===== src/rtl/axi_lite_master_arbiter.sv =====
// rtl/axi_lite_master_arbiter.sv - two-requester round-robin AXI4-Lite master sequencer
// One AXI4-Lite transaction outstanding at a time; response pulsed back to the granted requester.
module axi_lite_master_arbiter #(
  parameter int C_M_AXI_LITE_ADDR_WIDTH = 32,
  parameter int C_M_AXI_LITE_DATA_WIDTH = 32
) (
  input  logic                                   M_AXI_LITE_ACLK,
  input  logic                                   M_AXI_LITE_ARESETN,
  input  logic [1:0]                             REQ_VALID,
  output logic [1:0]                             REQ_READY,
  input  logic [1:0]                             REQ_WRITE,
  input  logic [2*C_M_AXI_LITE_ADDR_WIDTH-1:0]   REQ_ADDR,
  input  logic [2*C_M_AXI_LITE_DATA_WIDTH-1:0]   REQ_WDATA,
  input  logic [2*C_M_AXI_LITE_DATA_WIDTH/8-1:0] REQ_WSTRB,
  output logic [1:0]                             RSP_VALID,
  output logic [C_M_AXI_LITE_DATA_WIDTH-1:0]     RSP_RDATA,
  output logic [1:0]                             RSP_RESP,
  output logic [C_M_AXI_LITE_ADDR_WIDTH-1:0]     M_AXI_LITE_AWADDR,
  output logic [2:0]                             M_AXI_LITE_AWPROT,
  output logic                                   M_AXI_LITE_AWVALID,
  input  logic                                   M_AXI_LITE_AWREADY,
  output logic [C_M_AXI_LITE_DATA_WIDTH-1:0]     M_AXI_LITE_WDATA,
  output logic [C_M_AXI_LITE_DATA_WIDTH/8-1:0]   M_AXI_LITE_WSTRB,
  output logic                                   M_AXI_LITE_WVALID,
  input  logic                                   M_AXI_LITE_WREADY,
  input  logic [1:0]                             M_AXI_LITE_BRESP,
  input  logic                                   M_AXI_LITE_BVALID,
  output logic                                   M_AXI_LITE_BREADY,
  output logic [C_M_AXI_LITE_ADDR_WIDTH-1:0]     M_AXI_LITE_ARADDR,
  output logic [2:0]                             M_AXI_LITE_ARPROT,
  output logic                                   M_AXI_LITE_ARVALID,
  input  logic                                   M_AXI_LITE_ARREADY,
  input  logic [C_M_AXI_LITE_DATA_WIDTH-1:0]     M_AXI_LITE_RDATA,
  input  logic [1:0]                             M_AXI_LITE_RRESP,
  input  logic                                   M_AXI_LITE_RVALID,
  output logic                                   M_AXI_LITE_RREADY
);
  localparam int AW = C_M_AXI_LITE_ADDR_WIDTH;
  localparam int DW = C_M_AXI_LITE_DATA_WIDTH;
  localparam int SW = DW / 8;

  localparam logic [2:0] ST_IDLE  = 3'd0;
  localparam logic [2:0] ST_WADDR = 3'd1;
  localparam logic [2:0] ST_WRESP = 3'd2;
  localparam logic [2:0] ST_RADDR = 3'd3;
  localparam logic [2:0] ST_RDATA = 3'd4;
  localparam logic [2:0] ST_DONE  = 3'd5;

  logic [2:0]    state_q, state_d;
  logic          last_q, last_d;
  logic          owner_q, owner_d;
  logic [AW-1:0] addr_q, addr_d;
  logic [DW-1:0] wdata_q, wdata_d;
  logic [SW-1:0] wstrb_q, wstrb_d;
  logic          awvalid_q, awvalid_d;
  logic          wvalid_q, wvalid_d;
  logic          bready_q, bready_d;
  logic          arvalid_q, arvalid_d;
  logic          rready_q, rready_d;
  logic [1:0]    rsp_valid_q, rsp_valid_d;
  logic [DW-1:0] rsp_rdata_q, rsp_rdata_d;
  logic [1:0]    rsp_resp_q, rsp_resp_d;

  logic gnt_any, gnt_idx, aw_fire, w_fire;

  // Accept is decided in the IDLE cycle itself so back-to-back grants stay 4 cycles apart.
  assign gnt_any   = M_AXI_LITE_ARESETN && (state_q == ST_IDLE) && (|REQ_VALID);
  assign gnt_idx   = (REQ_VALID == 2'b11) ? ~last_q : REQ_VALID[1];
  assign REQ_READY = gnt_any ? (gnt_idx ? 2'b10 : 2'b01) : 2'b00;
  assign aw_fire   = awvalid_q && M_AXI_LITE_AWREADY;
  assign w_fire    = wvalid_q && M_AXI_LITE_WREADY;

  always_comb begin
    state_d     = state_q;
    last_d      = last_q;
    owner_d     = owner_q;
    addr_d      = addr_q;
    wdata_d     = wdata_q;
    wstrb_d     = wstrb_q;
    awvalid_d   = awvalid_q;
    wvalid_d    = wvalid_q;
    bready_d    = bready_q;
    arvalid_d   = arvalid_q;
    rready_d    = rready_q;
    rsp_valid_d = 2'b00;
    rsp_rdata_d = rsp_rdata_q;
    rsp_resp_d  = rsp_resp_q;
    case (state_q)
      ST_IDLE: begin
        if (gnt_any) begin
          last_d  = gnt_idx;
          owner_d = gnt_idx;
          addr_d  = gnt_idx ? REQ_ADDR[AW +: AW] : REQ_ADDR[0 +: AW];
          wdata_d = gnt_idx ? REQ_WDATA[DW +: DW] : REQ_WDATA[0 +: DW];
          wstrb_d = gnt_idx ? REQ_WSTRB[SW +: SW] : REQ_WSTRB[0 +: SW];
          if (REQ_WRITE[gnt_idx]) begin
            awvalid_d = 1'b1;
            wvalid_d  = 1'b1;
            state_d   = ST_WADDR;
          end else begin
            arvalid_d = 1'b1;
            state_d   = ST_RADDR;
          end
        end
      end
      ST_WADDR: begin
        if (aw_fire) awvalid_d = 1'b0;
        if (w_fire)  wvalid_d  = 1'b0;
        // A channel is finished if it already dropped or handshakes on this edge.
        if ((!awvalid_q || aw_fire) && (!wvalid_q || w_fire)) begin
          bready_d = 1'b1;
          state_d  = ST_WRESP;
        end
      end
      ST_WRESP: begin
        if (M_AXI_LITE_BVALID) begin
          bready_d    = 1'b0;
          rsp_rdata_d = '0;
          rsp_resp_d  = M_AXI_LITE_BRESP;
          rsp_valid_d = owner_q ? 2'b10 : 2'b01;
          state_d     = ST_DONE;
        end
      end
      ST_RADDR: begin
        if (M_AXI_LITE_ARREADY) begin
          arvalid_d = 1'b0;
          rready_d  = 1'b1;
          state_d   = ST_RDATA;
        end
      end
      ST_RDATA: begin
        if (M_AXI_LITE_RVALID) begin
          rready_d    = 1'b0;
          rsp_rdata_d = M_AXI_LITE_RDATA;
          rsp_resp_d  = M_AXI_LITE_RRESP;
          rsp_valid_d = owner_q ? 2'b10 : 2'b01;
          state_d     = ST_DONE;
        end
      end
      ST_DONE: state_d = ST_IDLE;
      default: state_d = ST_IDLE;
    endcase
  end

  always_ff @(posedge M_AXI_LITE_ACLK) begin
    if (!M_AXI_LITE_ARESETN) begin
      state_q     <= ST_IDLE;
      last_q      <= 1'b1;
      owner_q     <= 1'b0;
      addr_q      <= '0;
      wdata_q     <= '0;
      wstrb_q     <= '0;
      awvalid_q   <= 1'b0;
      wvalid_q    <= 1'b0;
      bready_q    <= 1'b0;
      arvalid_q   <= 1'b0;
      rready_q    <= 1'b0;
      rsp_valid_q <= 2'b00;
      rsp_rdata_q <= '0;
      rsp_resp_q  <= 2'b00;
    end else begin
      state_q     <= state_d;
      last_q      <= last_d;
      owner_q     <= owner_d;
      addr_q      <= addr_d;
      wdata_q     <= wdata_d;
      wstrb_q     <= wstrb_d;
      awvalid_q   <= awvalid_d;
      wvalid_q    <= wvalid_d;
      bready_q    <= bready_d;
      arvalid_q   <= arvalid_d;
      rready_q    <= rready_d;
      rsp_valid_q <= rsp_valid_d;
      rsp_rdata_q <= rsp_rdata_d;
      rsp_resp_q  <= rsp_resp_d;
    end
  end

  assign M_AXI_LITE_AWADDR  = addr_q;
  assign M_AXI_LITE_ARADDR  = addr_q;
  assign M_AXI_LITE_AWPROT  = 3'b000;
  assign M_AXI_LITE_ARPROT  = 3'b000;
  assign M_AXI_LITE_AWVALID = awvalid_q;
  assign M_AXI_LITE_WDATA   = wdata_q;
  assign M_AXI_LITE_WSTRB   = wstrb_q;
  assign M_AXI_LITE_WVALID  = wvalid_q;
  assign M_AXI_LITE_BREADY  = bready_q;
  assign M_AXI_LITE_ARVALID = arvalid_q;
  assign M_AXI_LITE_RREADY  = rready_q;
  assign RSP_VALID          = rsp_valid_q;
  assign RSP_RDATA          = rsp_rdata_q;
  assign RSP_RESP           = rsp_resp_q;

endmodule


===== config.mk =====
export PLATFORM = sky130hd
export DESIGN_NAME = axi_lite_master_arbiter
export DESIGN_NICKNAME = d
export VERILOG_FILES = /design/src/rtl/axi_lite_master_arbiter.sv
export SDC_FILE = /design/constraint.sdc
export NUM_CORES = 1
export LEC_CHECK = 0
export CAP_MARGIN = 0
export CORE_MARGIN = 5
export CORE_UTILIZATION = 33
export CTS_BUF_LIST = sky130_fd_sc_hd__clkbuf_8
export CTS_CLUSTER_DIAMETER = 50
export CTS_CLUSTER_SIZE = 28
export DETAILED_ROUTE_END_ITERATION = 16
export PLACE_DENSITY_LB_ADDON = 0.12
export SLEW_MARGIN = 0
export SYNTH_ARGS = -nofsm -noshare
export SYNTH_HDL_FRONTEND = slang
export SYNTH_SLANG_ARGS = --single-unit
export TNS_END_PERCENT = 5

===== constraint.sdc =====
create_clock -name M_AXI_LITE_ACLK -period 2.45 [get_ports M_AXI_LITE_ACLK]
set_clock_uncertainty 0.2 [all_clocks]
set_input_delay 0.735 -clock M_AXI_LITE_ACLK [delete_from_list [all_inputs] [get_ports M_AXI_LITE_ACLK]]
set_output_delay 0.735 -clock M_AXI_LITE_ACLK [all_outputs]
set_load 0.01 [all_outputs]

=== Yosys cells after proc, flatten, opt, wreduce, memory -nomap -nowiden ===
Index checks and enable logic that the tools add are counted.

* ROM bits: 0
* Word-level logic and storage cells: 95
* Memories kept: 0
* Flip-flop bits (word level): 114
* Memory bits (writable): 0
* Bits in latches: 0

* $lt $le $gt $ge: 1
* Muxes and demuxes: 41
* $mul: 0
* Eq/ne operators: 14
* Div/mod/pow operators: 0
* Bitwise logic cells: 1
* $add $sub $neg: 0
* Reductions and logical operators: 24
* Shifts and indexed selects: 0

{| class="wikitable"
|+ Operators by type and width
! kind !! number
|-
| two-way mux 32 bit || 4
|-
| case mux 32 bit (2 select lines) || 1
|-
| two-way mux 2 bit || 8
|-
| inequality test 2 bit, second input constant || 8
|-
| two-way mux 3 bit || 5
|-
| case mux 3 bit (5 select lines) || 1
|-
| two-way mux 1 bit || 14
|-
| AND reduction 4 bit || 3
|-
| case mux 1 bit (2 select lines) || 5
|-
| nonzero test 2 bit || 5
|-
| AND reduction 3 bit || 3
|-
| case mux 2 bit (2 select lines) || 2
|-
| == test 3 x 2 -> 1 bit, second input constant || 2
|-
| logical AND 1 bit || 5
|-
| AND reduction 5 bit || 1
|-
| two-way mux 4 bit || 1
|-
| == test 3 x 1 -> 1 bit, second input constant || 1
|-
| == test 3 bit, second input constant || 1
|-
| logical NOT 3 bit || 1
|-
| == test 2 bit, second input constant || 1
|-
| logical NOT 1 bit || 2
|-
| logical OR 1 bit || 2
|-
| less-than comparator 1 x 2 -> 1 bit, second input constant || 1
|-
| inequality test 2 x 1 -> 1 bit, second input constant || 1
|-
| other kinds (3) || 3
|}

=== Depth between registers and ports, before layout ===
* Word-level depth: 7
* Depth in mapped cells: 7

=== Worst setup path before layout ===
OpenSTA, ideal clock, no wires.

* Path kind: input-to-output
* From: in M_AXI_LITE_ARESETN
* To: out REQ_READY[1]
* Arrival time: 1.699 ns
* Required time: 1.515 ns
* Setup slack: -0.184 ns
* Stages on the path: 3
* Path through: or4b_4 -> nor2_1 -> buf_2

* Word-level cells in the longest chain between the ends: 3

{| class="wikitable"
|+ RTL lines
! element !! line !! source
|-
| start: declaration || 8 || <nowiki>input logic M_AXI_LITE_ARESETN,</nowiki>
|-
| logical AND 1 bit (2 in series) || 67 || <nowiki>assign gnt_any = M_AXI_LITE_ARESETN && (state_q == ST_IDLE) && (|REQ_VALID);</nowiki>
|-
| two-way mux 2 bit || 69 || <nowiki>assign REQ_READY = gnt_any ? (gnt_idx ? 2'b10 : 2'b01) : 2'b00;</nowiki>
|-
| end: declaration || 10 || <nowiki>output logic [1:0] REQ_READY,</nowiki>
|}

No other way between the ends.

=== Worst setup path after layout ===
* From: in M_AXI_LITE_ARESETN
* To: out REQ_READY[0]

The elaborated chain is that of the path after synthesis.

==> metrics.cfg <==
[run_status]
outcome=complete, but fails checks
failed_checks=setup timing

[cts]
cts-buffers-inserted=17
worst_skew_pair.late_latency_ns=0.43
cts_tree=yes
clkTransAtPathRegs_ns=0.06
clk_root_buffer_cell=clkbuf_8
clockBufferDepth=2
cts_sink_cnt=114
cts-htree-levels=4
hold_buffer_count_at_cts=0

[global_routing]
grt_start_max_net_pins=70
global_route.overflow_total=0
grt_util_all_layers_pct=19.3
grt_pass1_vias=5168
antenna_found_initial=0
grt_first_pass_wirelength_um=26900

[synth]
muxShareOfSynthArea_pct=7.52
synth_simple_gate_area_share_pct=22.1
post_synth_instance_area_sq_um=4940
synth-seq-cells=114
synthXorXnorAreaFrac_pct=0
async_reset_ff_share_pct=0
complex_gate_fraction_of_the_synthesized_area_pct=14.1
synth_largest_type_area_fraction_pct=46.2
post_synth_edffs=0
synth_top_family_by_area=simple AND/OR/NAND/NOR gates
synth_flop_cell=dfxtp_1
adder_and_majority_gate_portion_of_the_synthesized_area_pct=0
netlist_top_cells_area=dfxtp_1 (46%), nand2_1 (11%), a22oi_1 (10%)
synth.yosys.warnings=0
synth_cells=559
seq_area_frac_synth_pct=46.2
netlist-cell-type-count=35
yosysTopAreaCell=dfxtp_1
postSynthAreaPerCell_sq_um=8.83

[sta]
fmax_mhz=392
slew_hr_pct=51.9
tightestPinTransition_ns=0.721
final_max_slew_viol_count=0
setup_viol=2
timing.hold.ws_ns=0.234
final_hold_viol_count=0
finalCritPeriodShare_pct=104
post-route-worst-setup-slack_ns=-0.101
grt_setup_unrepaired=true
period_minus_slack_ns=2.55

[setup_path]
worstPathCellList=buf_2, or4b_4, nor3_4, buf_6
startpoint_type=primary input
critical_path.slowest_cell=or4b_4
crit-reg2reg-launch=state_q[0]
worst_r2r_path_depth=5
timing.reg2reg.setup_slack_ns=0.15
critPathBufInv=2
critPathArrivalTime_ns=1.62
timing.critical_path.to_type=output port
timing.critical_path.depth=4
worst_ep_required_time_ns=1.51
critPathMaxFanout=3
rr_endpoint=M_AXI_LITE_WDATA[10]
path_delay_family=simple AND/OR/NAND/NOR gates
critical_path_class=in -> out
timing.critical_path.slowest_cell_delay_ns=0.50

[final_layout]
final_nets=1035
final_cells=1047
fillCellCount=1319
design_area_sq_um=8520
drive_above_1_share_pct=6.72
layout.cells.most_common=clkdlybuf4s50_1
synthToLayoutAreaGrowth_pct=72.6
total_inserted_antenna_cells=0
mostFrequentLayoutCells=clkdlybuf4s50_1 (320), nand2_1 (143), dfxtp_1 (114)

[run]
drv.max_cap_violation_count=0

[drt]
drt_first_iter_violations=221
detail_route.wl_per_cell_um=16.8
ant_nets=0
num_vias=4898
wl_met3_um=1490
highest-signal-layer=met4
routed-wl-met2_um=8970
detail_route.wirelength_um=17600
met1Wirelength_um=6580
drc_errors=0
drt-vias-per-instance=4.68
drt_pass1_iterations=4

[worst_hold_path]
hold-path-endpoint=M_AXI_LITE_WDATA[20]
min_from=M_AXI_LITE_WDATA[20]
worstHoldPathCells=2
holdCritPathClass=reg -> reg

[place]
hpwl_reported_at_the_end_of_detailed_placement_um=13800
detailed_place.area_sq_um=8180
placement.setup.worst_slack_ns=-1.01
rd_place_congestion=0.786
post-place-cells=1017
numPortBuffers=325

[power_and_ir_drop]
power.leakage_uw=0.00341
power.ir.vdd_worst_mv=0.378
power_per_cell_area_nw_per_um2=831

[die]
starting_utilization_of_the_core_area_pct=33.9
core_region_area_sq_um=14600
die_area_sq_um=17500
placement_rows=44
die_height_um=132
ioPinCount=332
die_width_um=132

==> worst max path at each step <==
stage	slack (ns)	endpoint	startpoint
final	-0.10	REQ_READY[0]	M_AXI_LITE_ARESETN
after global routing	-0.18	REQ_READY[0]	state_q[0]
after CTS	-0.21	REQ_READY[0]	state_q[1]
after detailed placement	-1.01	REQ_READY[0]	M_AXI_LITE_ARESETN
after global placement	-1.02	REQ_READY[0]	M_AXI_LITE_ARESETN
after floorplan	-0.11	REQ_READY[0]	M_AXI_LITE_ARESETN
==> kinds of logic after synthesis <==
kind of cell,after synthesis
AND/OR/NAND/NOR,230
AO/OA/AOI/OAI,95
multiplexers,37
other,1
flip-flops,114
buffers and inverters,82
==> layer usage <==
metal,track usage (%),up-vias
met5,0,-
met3,6.76,37
met1,19.8,2231
met4,9.22,0
met2,34.7,212
li1,-,2418
==> cells in the mapped netlist, types with 3 or more instances <==
master      n
nand2_1   143
dfxtp_1   114
a22oi_1    69
buf_4      41
mux2i_1    36
and2_1     33
nor2b_1    33
buf_2      17
clkbuf_1   14
inv_1       8
a21oi_1     7
nor2_1      5
o21a_1      4
o21ai_0     4
nand2b_1    3
nand3b_1    3
==> area by class of cell <==
cell class | count | area, sq um | area share (%)
clock buffer | 22 | 303 | 3.55
clock inverter | 8 | 37.5 | 0.440
timing repair buffer | 343 | 3420 | 40.1
multi-input combinational | 368 | 2220 | 26.0
inverter | 8 | 30.0 | 0.352
sequential | 114 | 2280 | 26.8
tap | 184 | 230 | 2.70
==> what timing repair did <==
action,in CTS,in global routing
pin swaps,1,3
resized for setup,20,0
endpoints found under the setup margin,70,20
gates cloned,0,0
buffers inserted,0,0
==> registers in the layout (all words and copies together), names as in the netlist <==
register,cells
M_AXI_LITE_ARADDR,32
M_AXI_LITE_ARVALID,1
M_AXI_LITE_AWVALID,1
M_AXI_LITE_BREADY,1
M_AXI_LITE_RREADY,1
M_AXI_LITE_WDATA,32
M_AXI_LITE_WSTRB,4
M_AXI_LITE_WVALID,1
RSP_RDATA,32
RSP_RESP,2
RSP_VALID,2
last_q,1
owner_q,1
state_q,3
==> power by group <==
part,switching (uW),internal (uW),leakage (uW),total (uW)
logic,1300,1680,0.00229,2990
registers,286,2290,0.000933,2570
clock network,721,803,0.000192,1520
==> tightest hold or removal path, cell delays in order (launching register included) <==
cell     delay (ns)
dfxtp_1        0.31
nand2_1        0.05
nand2_1        0.04
==> through the flow <==
stage | setup TNS, ns | power [uW] | util [%]
after detailed placement | -47.85 | 5620 | 56.1
after floorplan | -0.200 | 4040 | -
after global routing | -0.273 | 7490 | 58.4
final | -0.142 | 7080 | 58.4
after global placement | -47.07 | 5570 | 56.1
after CTS | -0.307 | 7180 | 58.4
No activity file was read; power rests on OpenSTA's default activity.
